## src/rtl/rx_uart_pkg.sv

```systemverilog
// Shared UART definitions: receiver state encoding, line-level constants
// and the frame-width helper used by both the transmitter and the receiver.
package rx_uart_pkg;

  typedef enum logic [2:0] {
    IDLE,
    START,
    DATA,
    PARITY,
    STOP,
    BREAK
  } uart_state_t;

  localparam logic START_BIT = 1'b0;
  localparam logic STOP_BIT  = 1'b1;

  // Total bits on the line for one frame: start + data + optional parity + stop.
  function automatic int frame_width(input int data_width, input int parity_enabled);
    return data_width + parity_enabled + 2;
  endfunction

endpackage

```

## src/rtl/rx_uart_sync_2ff.sv

```systemverilog
// Two-flop synchronizer for an asynchronous single-bit input; the reset value
// is a parameter so an idle-high line does not look like a start bit.
module sync_2ff #(
  parameter logic RESET_VALUE = 1'b1
) (
  input  logic clk,
  input  logic reset,
  input  logic d,
  output logic q
);

  logic meta;

  always_ff @(posedge clk or negedge reset) begin
    if (!reset) begin
      meta <= RESET_VALUE;
      q    <= RESET_VALUE;
    end else begin
      meta <= d;
      q    <= meta;
    end
  end

endmodule

```

## src/rtl/rx_uart.sv

```systemverilog
// Oversampling UART receiver: recovers {parity, data} from the serial line,
// flags parity and framing errors, and announces each frame with a 1-clk pulse.
module rx_uart
  import rx_uart_pkg::*;
#(
  parameter int INPUT_DATA_WIDTH = 8,
  parameter int PARITY_ENABLED   = 1,
  parameter int PARITY_ODD       = 0,
  parameter int OVERSAMPLE       = 16
) (
  input  logic                                       clk,
  input  logic                                       reset,
  input  logic                                       sample_tick,
  input  logic                                       serial_in,
  output logic [INPUT_DATA_WIDTH+PARITY_ENABLED-1:0] o_data,
  output logic                                       o_valid,
  output logic                                       o_parity_err,
  output logic                                       o_frame_err,
  output logic                                       o_busy
);

  localparam int OUT_W = INPUT_DATA_WIDTH + PARITY_ENABLED;
  localparam int CNT_W = $clog2(OVERSAMPLE);
  localparam int IDX_W = $clog2(INPUT_DATA_WIDTH + 1);

  localparam logic [CNT_W-1:0] HALF_TICK = CNT_W'(OVERSAMPLE / 2 - 1);
  localparam logic [CNT_W-1:0] LAST_TICK = CNT_W'(OVERSAMPLE - 1);
  localparam logic [IDX_W-1:0] LAST_BIT  = IDX_W'(INPUT_DATA_WIDTH - 1);
  localparam logic             ODD_BIT   = (PARITY_ODD != 0);

  uart_state_t state, state_next;

  logic                        rx_s;
  logic [CNT_W-1:0]            tick_cnt;
  logic [IDX_W-1:0]            bit_idx;
  logic [INPUT_DATA_WIDTH-1:0] shift_reg;
  logic                        parity_bit;
  logic [OUT_W-1:0]            frame_word;
  logic                        parity_err;
  logic                        half_hit;
  logic                        full_hit;

  sync_2ff #(.RESET_VALUE(1'b1)) u_sync (
    .clk   (clk),
    .reset (reset),
    .d     (serial_in),
    .q     (rx_s)
  );

  assign half_hit = sample_tick && (tick_cnt == HALF_TICK);
  assign full_hit = sample_tick && (tick_cnt == LAST_TICK);

  generate
    if (PARITY_ENABLED != 0) begin : g_par
      assign frame_word = {parity_bit, shift_reg};
      assign parity_err = ((^shift_reg) ^ parity_bit) != ODD_BIT;
    end else begin : g_nopar
      assign frame_word = shift_reg;
      assign parity_err = 1'b0;
    end
  endgenerate

  always_ff @(posedge clk or negedge reset) begin
    if (!reset) state <= IDLE;
    else        state <= state_next;
  end

  // A stop bit sampled low parks the FSM in BREAK so a held-low line is not
  // decoded as a stream of back-to-back frames.
  always_comb begin
    state_next = state;
    case (state)
      IDLE:   if (sample_tick && rx_s == START_BIT) state_next = START;
      START:  if (half_hit) state_next = (rx_s == START_BIT) ? DATA : IDLE;
      DATA:   if (full_hit && bit_idx == LAST_BIT)
                state_next = (PARITY_ENABLED != 0) ? PARITY : STOP;
      PARITY: if (full_hit) state_next = STOP;
      STOP:   if (full_hit) state_next = (rx_s == STOP_BIT) ? IDLE : BREAK;
      BREAK:  if (sample_tick && rx_s == STOP_BIT) state_next = IDLE;
      default: state_next = IDLE;
    endcase
  end

  always_ff @(posedge clk or negedge reset) begin
    if (!reset) begin
      tick_cnt     <= '0;
      bit_idx      <= '0;
      shift_reg    <= '0;
      parity_bit   <= 1'b0;
      o_data       <= '0;
      o_valid      <= 1'b0;
      o_parity_err <= 1'b0;
      o_frame_err  <= 1'b0;
    end else begin
      o_valid <= 1'b0;
      case (state)
        START: begin
          bit_idx <= '0;
          if (sample_tick) tick_cnt <= half_hit ? '0 : tick_cnt + CNT_W'(1);
        end
        DATA, PARITY, STOP: begin
          if (sample_tick) tick_cnt <= full_hit ? '0 : tick_cnt + CNT_W'(1);
          if (full_hit) begin
            if (state == DATA) begin
              shift_reg <= {rx_s, shift_reg[INPUT_DATA_WIDTH-1:1]};
              bit_idx   <= bit_idx + IDX_W'(1);
            end else if (state == PARITY) begin
              parity_bit <= rx_s;
            end else begin
              o_valid      <= 1'b1;
              o_data       <= frame_word;
              o_parity_err <= parity_err;
              o_frame_err  <= (rx_s != STOP_BIT);
            end
          end
        end
        default: begin
          tick_cnt <= '0;
          bit_idx  <= '0;
        end
      endcase
    end
  end

  assign o_busy = (state != IDLE);

endmodule

```

## config.mk

```make
export PLATFORM = sky130hd
export DESIGN_NAME = rx_uart
export DESIGN_NICKNAME = d
export VERILOG_FILES = /design/src/rtl/rx_uart_pkg.sv /design/src/rtl/rx_uart_sync_2ff.sv /design/src/rtl/rx_uart.sv
export SDC_FILE = /design/constraint.sdc
export NUM_CORES = 1
export LEC_CHECK = 0
export ABC_AREA = 1
export CORE_MARGIN = 1
export CORE_UTILIZATION = 60
export CTS_CLUSTER_DIAMETER = 30
export CTS_CLUSTER_SIZE = 16
export DETAILED_ROUTE_END_ITERATION = 10
export PLACE_DENSITY = 0.83
export SLEW_MARGIN = 20
export SYNTH_ARGS = -nofsm -noshare
export SYNTH_HDL_FRONTEND = slang
export SYNTH_HIERARCHICAL = 1
export SYNTH_SLANG_ARGS = --single-unit
```

## constraint.sdc

```tcl
create_clock -name clk -period 2.7 [get_ports clk]
set_input_delay 0.405 -clock clk [delete_from_list [all_inputs] [get_ports clk]]
set_output_delay 0.405 -clock clk [all_outputs]
set_load 0.03 [all_outputs]
```

# Yosys cells after proc, flatten, opt, wreduce, memory -nomap -nowiden
# Index checks and enable logic that the tools add are counted.
[op_classes]
addsub = 2
mul = 0
n_div = 0
order_cmp = 0
eq_ne = 18
shift = 0
n_mux = 21
bitwise = 4
reduce_logical = 15
[op_table]
columns = ["operator", "count"]
rows = [
  ["$mux W4", 7],
  ["$mux W3", 7],
  ["$ne A2 B2 Y1 const B", 10],
  ["$pmux W3 S6", 1],
  ["$add A4 B1 Y4 const B", 2],
  ["$eq A4 B3 Y1 const B", 2],
  ["$pmux W4 S2", 1],
  ["$reduce_and A4 Y1", 2],
  ["$reduce_xor A8 Y1", 1],
  ["$eq A3 B2 Y1 const B", 2],
  ["$eq A3 B3 Y1 const B", 2],
  ["$reduce_and A6 Y1", 1],
  ["$logic_and A1 B1 Y1", 5],
  ["$eq A4 B4 Y1 const B", 1],
  ["$mux W1", 4],
  ["$reduce_and A2 Y1", 2],
  ["$eq A3 B1 Y1 const B", 1],
  ["$logic_not A3 Y1", 1],
  ["$not A1 Y1", 3],
  ["$reduce_and A3 Y1", 1],
  ["$reduce_bool A3 Y1", 1],
  ["$reduce_or A3 Y1", 1],
  ["$mux W2", 1],
  ["$xor A1 B1 Y1", 1],
]
[totals]
register_bits = 34
latchBits = 0
ramBits = 0
rom_bits = 0
in_bits = 4
out_inout_bits = 13
wordCells = 71
n_memories = 0

# Longest topological paths before layout
# Gate-level depths: netlist of run 1.
[logic_depth]
word_depth = 5
mapped_depth = 10
mapped_depth_nobuf = 9

# Cells and area by module
# Netlist of run 1, hierarchy kept.
[by_module_without_submodules]
columns = ["module", "instances", "cells_each", "area_per_inst_um2", "seq_area_each_um2"]
rows = [
  ["rx_uart", 1, 212, 1694.1, 800.8],
  ["sync_2ff", 1, 2, 52.6, 52.6],
]

# Worst setup path before layout of run 1
# Ideal clock, no wire load.
[synth_path]
path_kind = "register -> register"
from = "reg tick_cnt[0]"
to = "reg bit_idx[0]"
setup_time_ps = 130
t_arrival_ps = 1277
required_ps = 2570
setup_slack_ps = 1293
stages_incl_launch_ff = 9
path_buffers = 1
cell_sequence = "dfrtp_1 -> ha_1 -> nand2_2 -> inv_2 -> nand3_4 -> clkinv_2 -> nand2_2 -> clkbuf_1 -> o21ai_0"
[synth_between]
elab_chain_cells = 4
[synth_lines]
columns = ["element", "line", "text"]
rows = [
  ["from (decl)", "rx_uart.sv:34", "logic [CNT_W-1:0] tick_cnt;"],
  ["from (signal assigned)", "rx_uart.sv:99", "if (sample_tick) tick_cnt <= half_hit ? '0 : tick_cnt + CNT_W'(1);"],
  ["from (signal assigned)", "rx_uart.sv:102", "if (sample_tick) tick_cnt <= full_hit ? '0 : tick_cnt + CNT_W'(1);"],
  ["$eq A4 B4 Y1", "rx_uart.sv:51", "assign full_hit = sample_tick && (tick_cnt == LAST_TICK);"],
  ["$logic_and A1 B1 Y1", "rx_uart.sv:51", ""],
  ["$ne A2 B2 Y1 (no source line)", "n/a", ""],
  ["$reduce_and A2 Y1 (no source line)", "n/a", ""],
  ["to (signal assigned)", "rx_uart.sv:106", "bit_idx <= bit_idx + IDX_W'(1);"],
  ["to (decl)", "rx_uart.sv:35", "logic [IDX_W-1:0] bit_idx;"],
]
# Every way passes these cells.
# A chain may end at the register's enable or synchronous reset.

# Worst setup path in the final report of run 1
[layout_path]
from = "reg state[2]"
to = "out o_busy"
[layout_between]
elab_chain_cells = 1
[layout_lines]
columns = ["element", "line", "text"]
rows = [
  ["from (decl)", "rx_uart.sv:31", "uart_state_t state, state_next;"],
  ["from (signal assigned)", "rx_uart.sv:65", "else state <= state_next;"],
  ["$reduce_bool A3 Y1", "rx_uart.sv:125", "assign o_busy = (state != IDLE);"],
  ["to (decl)", "rx_uart.sv:19", "output logic o_busy"],
]
# Every way passes these cells.

==> metrics.md, run 1 <==
| Metric | Value |
|---|---|
| GRT overflow | `0` |
| Hold Fails Final Rpt | `0` |
| Routed length per instance | `11.8 um` |
| Critical Path End Type | `primary output` |
| Hold-fix buffer count after cts | `0` |
| CP peak stage delay | `~670 ps` |
| Drt drc | `0` |
| Kind of critical path | `reg -> out` |
| Syn Inst Count | `214` |
| Yosys top cell area share | `45.8%` |
| Die area | `between 3000 and 4000 um2` |
| Nets | `240` |
| Yosys warning count | `6` |
| Share of layout cells above drive strength 1 | `13.6%` |
| First-pass GRT wire length | `around 5700 um` |
| Die Height | `56.0 um` |
| Cell-by-cell trace of the critical path | `inv_1, nand3_2, clkdlybuf4s50_1` |
| Register area share after synthesis | `about half` |
| Num ports | `17` |
| Number of port buffers | `16` |
| Pre-CTS setup slack | `755 ps` |
| Tcrit/Tclk final | `slightly above 80%` |
| Antenna Cells | `0` |
| Setup Buffers After CTS | `0` |
| Row cnt | `19` |
| Pwr dens | `651 nW/um2` |
| Slowest CP cell | `clkdlybuf4s50_1` |
| CTS max path bufs | `2` |
| Worst EP required | `2300 ps` |
| Root Buffer | `clkbuf_4` |
| Status | `completed` |
| Drt first pass iters | `4` |
| Area delta synth->final | `13.3%` |
| Max FFs per register | `9` |
| CTS tree | `built` |
| Worst VDD drop | `0.681 mV` |
| Layout Skew | `14.2 ps` |
| Critical path arrival | `1790 ps` |
| Synth Area per Inst | `8.16 um2` |
| Slew @ Worst Pin | `424 ps` |
| Hold crit path type | `reg -> reg` |
| Slew HR | `between 70% and 80%` |
| Register clock-pin slew on the reported worst setup and hold paths | `80 ps` |
| WP buf/inv | `2` |
| Setup_tns | `0 ps` |
| Final Max Tran Viols | `0` |
| Synthesized Nets | `220` |
| Detailed Route WL | `3130 um` |
| Antenna Nets Post-Route | `0` |
| Mapped Area | `1750 um2` |
| Total CTS buffers | `5` |
| Pleak | `0.978 nW` |
| Cell variety after synth | `26` |
| Critical-path maximum fanout | `7` |
| Setup crit start kind | `flop` |
| CTS resizes | `0` |
| Placer congestion estimate | `0.812` |
| RSZ-0062 raised after global routing | `no` |
| Vias per cell | `5.33` |
| Post-layout min period | `2190 ps` |
| Starting Density | `63.3%` |
| Clock sinks | `34` |
| Ranking of synthesized cells by area | `dfrtp_1, nand2_1, o21ai_0` |
| DR iter-0 viols | `between 80 and 90` |
| Pin count of the biggest net entering global routing | `35` |
| Post-route setup slack | `about 510 ps` |
| H-Tree Depth | `2` |
| Crit path max-delay family | `buffers and inverters` |
| Vias in the first global route | `1,380` |
| Fmax | `between 0.4 and 0.5 GHz` |
| Finish-stage setup viols | `0` |
| Floorplan Core Area | `2760 um2` |
| Gr usage total | `23.6%` |
| FF+latch count, synth | `34` |
| DIE WIDTH | `56.0 um` |
| Initial antenna violation count | `0` |
| Yosys top cell by area | `dfrtp_1` |
| Clock latency at the later pin of the worst-skew pair | `~330 ps` |
| Max_cap viols | `0` |
| Routed vias | `1,418` |
| Dpl hpwl | `2340 um` |
[cell usage after synthesis (all sizes together)]
| library cell | instances |
|---|---|
| inv | 25 |
| o21ai | 26 |
| o31ai | 1 |
| buf | 3 |
| xnor2 | 1 |
| dfrtp | 32 |
| nand3 | 19 |
| ha | 2 |
| dfstp | 2 |
| nand4 | 4 |
| nor2 | 14 |
| nand2 | 78 |
| clkinv | 1 |
| xor2 | 1 |
| clkbuf | 1 |
| o211ai | 1 |
| nor3 | 3 |
[through the flow]
step | hold WS [ps] | cell area, um2 | util, % | instances | power, W
global placement | 346 | 1920 | 69.6 | 258 | 0.000990
CTS | 361 | 1980 | 71.8 | 266 | 0.00130
detailed placement | 348 | 1920 | 69.6 | 258 | 0.00101
global route | 363 | 1980 | 71.8 | 266 | 0.00138
finish | 360 | 1980 | 71.8 | 266 | 0.00129
floorplan | 109 | 1750 | - | 214 | 0.000903
[logic make-up after synthesis]
logic type / after synthesis / synth area share (%)
AOI/OAI and AO/OA: 28 / 9.17
and+or+nand+nor: 118 / 31.9
adders and majority gates: 2 / 1.43
buffers and inverters: 30 / 7.59
DFF: 34 / 48.9
xor gates and xnor gates: 2 / 1.00
[layout by cell type, fill, tap and decap left out]
cell / instances
nor2_1: 12
nand3_1: 13
dfrtp_1: 32
inv_1: 21
nor3_4: 2
o21ai_2: 4
xor2_1: 1
clkbuf_8: 1
dfstp_2: 2
nand2_2: 3
nand3_4: 1
nor2_2: 1
buf_4: 1
clkinv_2: 2
nor3_1: 1
o211ai_1: 1
xnor2_1: 1
clkdlybuf4s50_1: 16
o31ai_1: 1
clkbuf_1: 1
clkbuf_4: 5
nor2_4: 1
nand3_2: 5
o21ai_0: 22
ha_1: 2
nand2_1: 75
nand4_1: 4
inv_2: 4
[path summary, 6_finish.rpt]
path,startpoint,end,slack [ps],cells after the start
worst max-delay path,state[2],o_busy,510,3
worst min-delay path,u_sync/meta,u_sync/q,360,0
worst max register to register,tick_cnt[0],o_parity_err,990,9
worst min register to register,u_sync/meta,u_sync/q,360,0
max in group asynchronous,reset,u_sync/q,1880,2
min in group asynchronous,reset,o_data[2],470,2
[per-layer routing]
layer | part of all wire [%] | track usage (%)
met2 | 50 | 40.4
met4 | 1.6 | 8.36
met5 | 0 | 0
met3 | 4.1 | 6.98
met1 | 45 | 28.5
[layout make-up]
cell class / instances / area (um2)
well taps: 31 / 38.8
flip-flops and latches: 34 / 853
inverters: 26 / 98.8
repair buffers: 17 / 168
clock inverters: 1 / 5.00
fillers: 227 / 778
multi-input cells: 150 / 761
clock buffers: 7 / 55.1
[power by group]
group          switching, W  internal (W)
Sequential        0.0000533      0.000546
Clock              0.000158      0.000126
Combinational      0.000268      0.000138
Total              0.000480      0.000810
(Power assumes the default switching activity.)
==> run 2, diff against run 1 <==
--- a/config.mk
+++ b/config.mk
@@ -7,11 +7,11 @@
 export LEC_CHECK = 0
 export ABC_AREA = 1
 export CORE_MARGIN = 1
-export CORE_UTILIZATION = 60
+export CORE_UTILIZATION = 50
 export CTS_CLUSTER_DIAMETER = 30
 export CTS_CLUSTER_SIZE = 16
 export DETAILED_ROUTE_END_ITERATION = 10
-export PLACE_DENSITY = 0.83
+export PLACE_DENSITY = 0.74
 export SLEW_MARGIN = 20
 export SYNTH_ARGS = -nofsm -noshare
 export SYNTH_HDL_FRONTEND = slang
==> constraint.sdc (replaced) <==
create_clock -name clk -period 1.8 [get_ports clk]
set_input_delay 0.27 -clock clk [delete_from_list [all_inputs] [get_ports clk]]
set_output_delay 0.27 -clock clk [all_outputs]
set_load 0.03 [all_outputs]
==> run 2 against run 1 <==
Compared with the run above:
- routed wire length shrank 3.0%
- die area is 19% higher
- utilization decreased by 11 points
- non-clock buffer count is 3 higher
- worst hold slack got worse by 45 ps
- first-iteration DRC count rose by 12%
- setup slack worse by 390 ps
==> metrics.md, run 2 (synthesized netlist as in run 1, its figures left out) <==
| Metric | Value |
|---|---|
| Worst EP required | `1530 ps (-770 ps)` |
| Dpl hpwl | `2140 um (-8.3%)` |
| Pre-CTS setup slack | `88.3 ps (-666 ps)` |
| Fmax | `0.596 GHz` |
| Util after Layout | `60.7% (-11 points)` |
| Placed cell count | `276 (+7.0%)` |
| Drt first pass iters | `4 (unchanged)` |
| Worst VDD drop | `0.727 mV (+6.7%)` |
| Gr usage total | `19.7% (-4.0 points)` |
| Area delta synth->final | `16.0%` |
| DIE WIDTH | `61.1 um (+9.2%)` |
| Kind of critical path | `reg -> out` |
| Most common cell after layout, fill and taps aside | `nand2_1` |
| Critical Path End Type | `primary output` |
| Detailed Route WL | `3040 um (-3.0%)` |
| Layout Skew | `7.43 ps (-6.73 ps)` |
| Layout Cells excl Fill | `284 (+6.8%)` |
| Slew @ Worst Pin | `427 ps (+3.35 ps)` |
| Die Height | `61.1 um (+9.2%)` |
| Hold-fix buffer count after cts | `0 (unchanged)` |
| Register Area | `855 um2 (+0.15%)` |
| Antenna Cells | `0 (unchanged)` |
| Worst hold slack | `315 ps (-44.7 ps)` |
| Max FFs per register | `9 (unchanged)` |
| Pin count of the biggest net entering global routing | `35 (unchanged)` |
| Hold crit path type | `in -> async` |
| Beginning of the worst register-to-register path | `tick_cnt[0]` |
| Setup_tns | `0 ps (unchanged)` |
| Share of layout cells above drive strength 1 | `15.1% (+1.5 points)` |
| Root Buffer | `clkbuf_4` |
| Routed vias | `1,357 (-4.3%)` |
| Pwr dens | `967 nW/um2 (+48%)` |
| Critical-path maximum fanout | `7 (unchanged)` |
| Routed length per instance | `10.7 um (-9.1%)` |
| Floorplan Core Area | `3340 um2 (+21%)` |
| Initial antenna violation count | `0 (unchanged)` |
| Post-layout min period | `1680 ps` |
| Register clock-pin slew on the reported worst setup and hold paths | `100 ps (+20 ps)` |
| # fillers | `300 (+32%)` |
| Placer congestion estimate | `0.816 (+0.44%)` |
| DR iter-0 viols | `100 (+12%)` |
| Antenna Nets Post-Route | `0 (unchanged)` |
| Setup crit start kind | `flop` |
| First-pass GRT wire length | `5240 um (-8.7%)` |
| Total CTS buffers | `5 (unchanged)` |
| Area occupied by multi-input gates | `766 um2 (+0.66%)` |
| H-Tree Depth | `2 (unchanged)` |
| Row cnt | `21 (+2)` |
| Post-route setup slack | `124 ps (-386 ps)` |
| Slew HR | `71.5% (-0.22 points)` |
| Vias in the first global route | `1,202 (-13%)` |
| Finish-stage setup viols | `0 (unchanged)` |
| Max_cap viols | `0 (unchanged)` |
| Vias per cell | `4.78 (-10%)` |
| Most frequent cells in the layout | `nand2_1, dfrtp_1, o21ai_0` |
| Final Max Tran Viols | `0 (unchanged)` |
| FF-to-FF setup slack | `220 ps (-770 ps)` |
| Clock latency at the later pin of the worst-skew pair | `350 ps (+20 ps)` |
| Drt drc | `0 (unchanged)` |
| CTS tree | `built` |
| RSZ-0062 raised after global routing | `no` |
| FF-to-FF path depth | `9 (unchanged)` |
| Pleak | `1.01 nW (+3.0%)` |
| Number of port buffers | `16 (unchanged)` |
| CTS max path bufs | `2 (unchanged)` |
| End of the worst register-to-register path | `bit_idx[3]` |
| GRT overflow | `0 (unchanged)` |
| Starting Density | `52.3% (-11 points)` |
| Status | `completed` |
| Die area | `3730 um2 (+19%)` |
| Hold Fails Final Rpt | `0 (unchanged)` |
| Critical path arrival | `1410 ps (-380 ps)` |
| Nets | `243 (+1.3%)` |
| Tcrit/Tclk final | `slightly above 90%` |
| Clock sinks | `34 (unchanged)` |
| Num ports | `17 (unchanged)` |
[run 2: worst max path at each step]
stage	startpoint	slack, ps	endpoint	cells past startpoint
after CTS	state[0]	30	o_busy	3
after detailed placement	sample_tick	90	o_parity_err	7
after global routing	tick_cnt[0]	30	bit_idx[3]	9
after global placement	sample_tick	130	o_parity_err	7
after floorplan	tick_cnt[0]	390	bit_idx[0]	8
final	state[0]	120	o_busy	3
[run 2: metal layers]
layer  wire length (um)  part of all wire (%)  track usage [%]  vias to the layer above
met5                  0                     0                0                        -
li1                   -                     -                -                      726
met2               1350                    44             30.7                       23
met4                 48                   1.6             7.79                        0
met1               1510                    50             24.5                      603
met3                130                   4.3             7.56                        5
[run 2: report_power, final]
| group | switching (W) | total, W | internal (W) | leakage, nW |
|---|---|---|---|---|
| Clock | 0.000252 | 0.000441 | 0.000189 | 0.0353 |
| Combinational | 0.000422 | 0.000637 | 0.000215 | 0.514 |
| Sequential | 0.0000593 | 0.000880 | 0.000821 | 0.458 |
[run 2: worst max-delay path, stage by stage (launching register included)]
cell and delay [ps]:
dfrtp_2 470, inv_1 120, nand3_2 100, dlygate4sd2_1 370
[run 2: cell type report]
type,instances,share of cell area (%)
sequential,34,42.2
multi-input combinational,150,37.8
timing repair buffer,20,9.33
inverter,26,4.88
tap,46,2.84
clock buffer,7,2.72
clock inverter,1,0.247
[run 2: repair_timing]
| action | 4_1_cts | 5_1_grt |
|---|---|---|
| setup buffers | 0 | 0 |
| endpoints found under the setup margin | 1 | 2 |
| gates resized for setup | 1 | 2 |
| hold endpoints to repair | 0 | 0 |
[run 2: stage by stage]
| stage | area (um2) | total power (W) |
|---|---|---|
| 4_1_cts | 2020 | 0.00198 |
| 3_5_place_dp | 1960 | 0.00154 |
| 2_1_floorplan | 1750 | 0.00135 |
| 5_1_grt | 2030 | 0.00209 |
| 3_3_place_gp | 1960 | 0.00152 |
| 6_report | 2030 | 0.00196 |
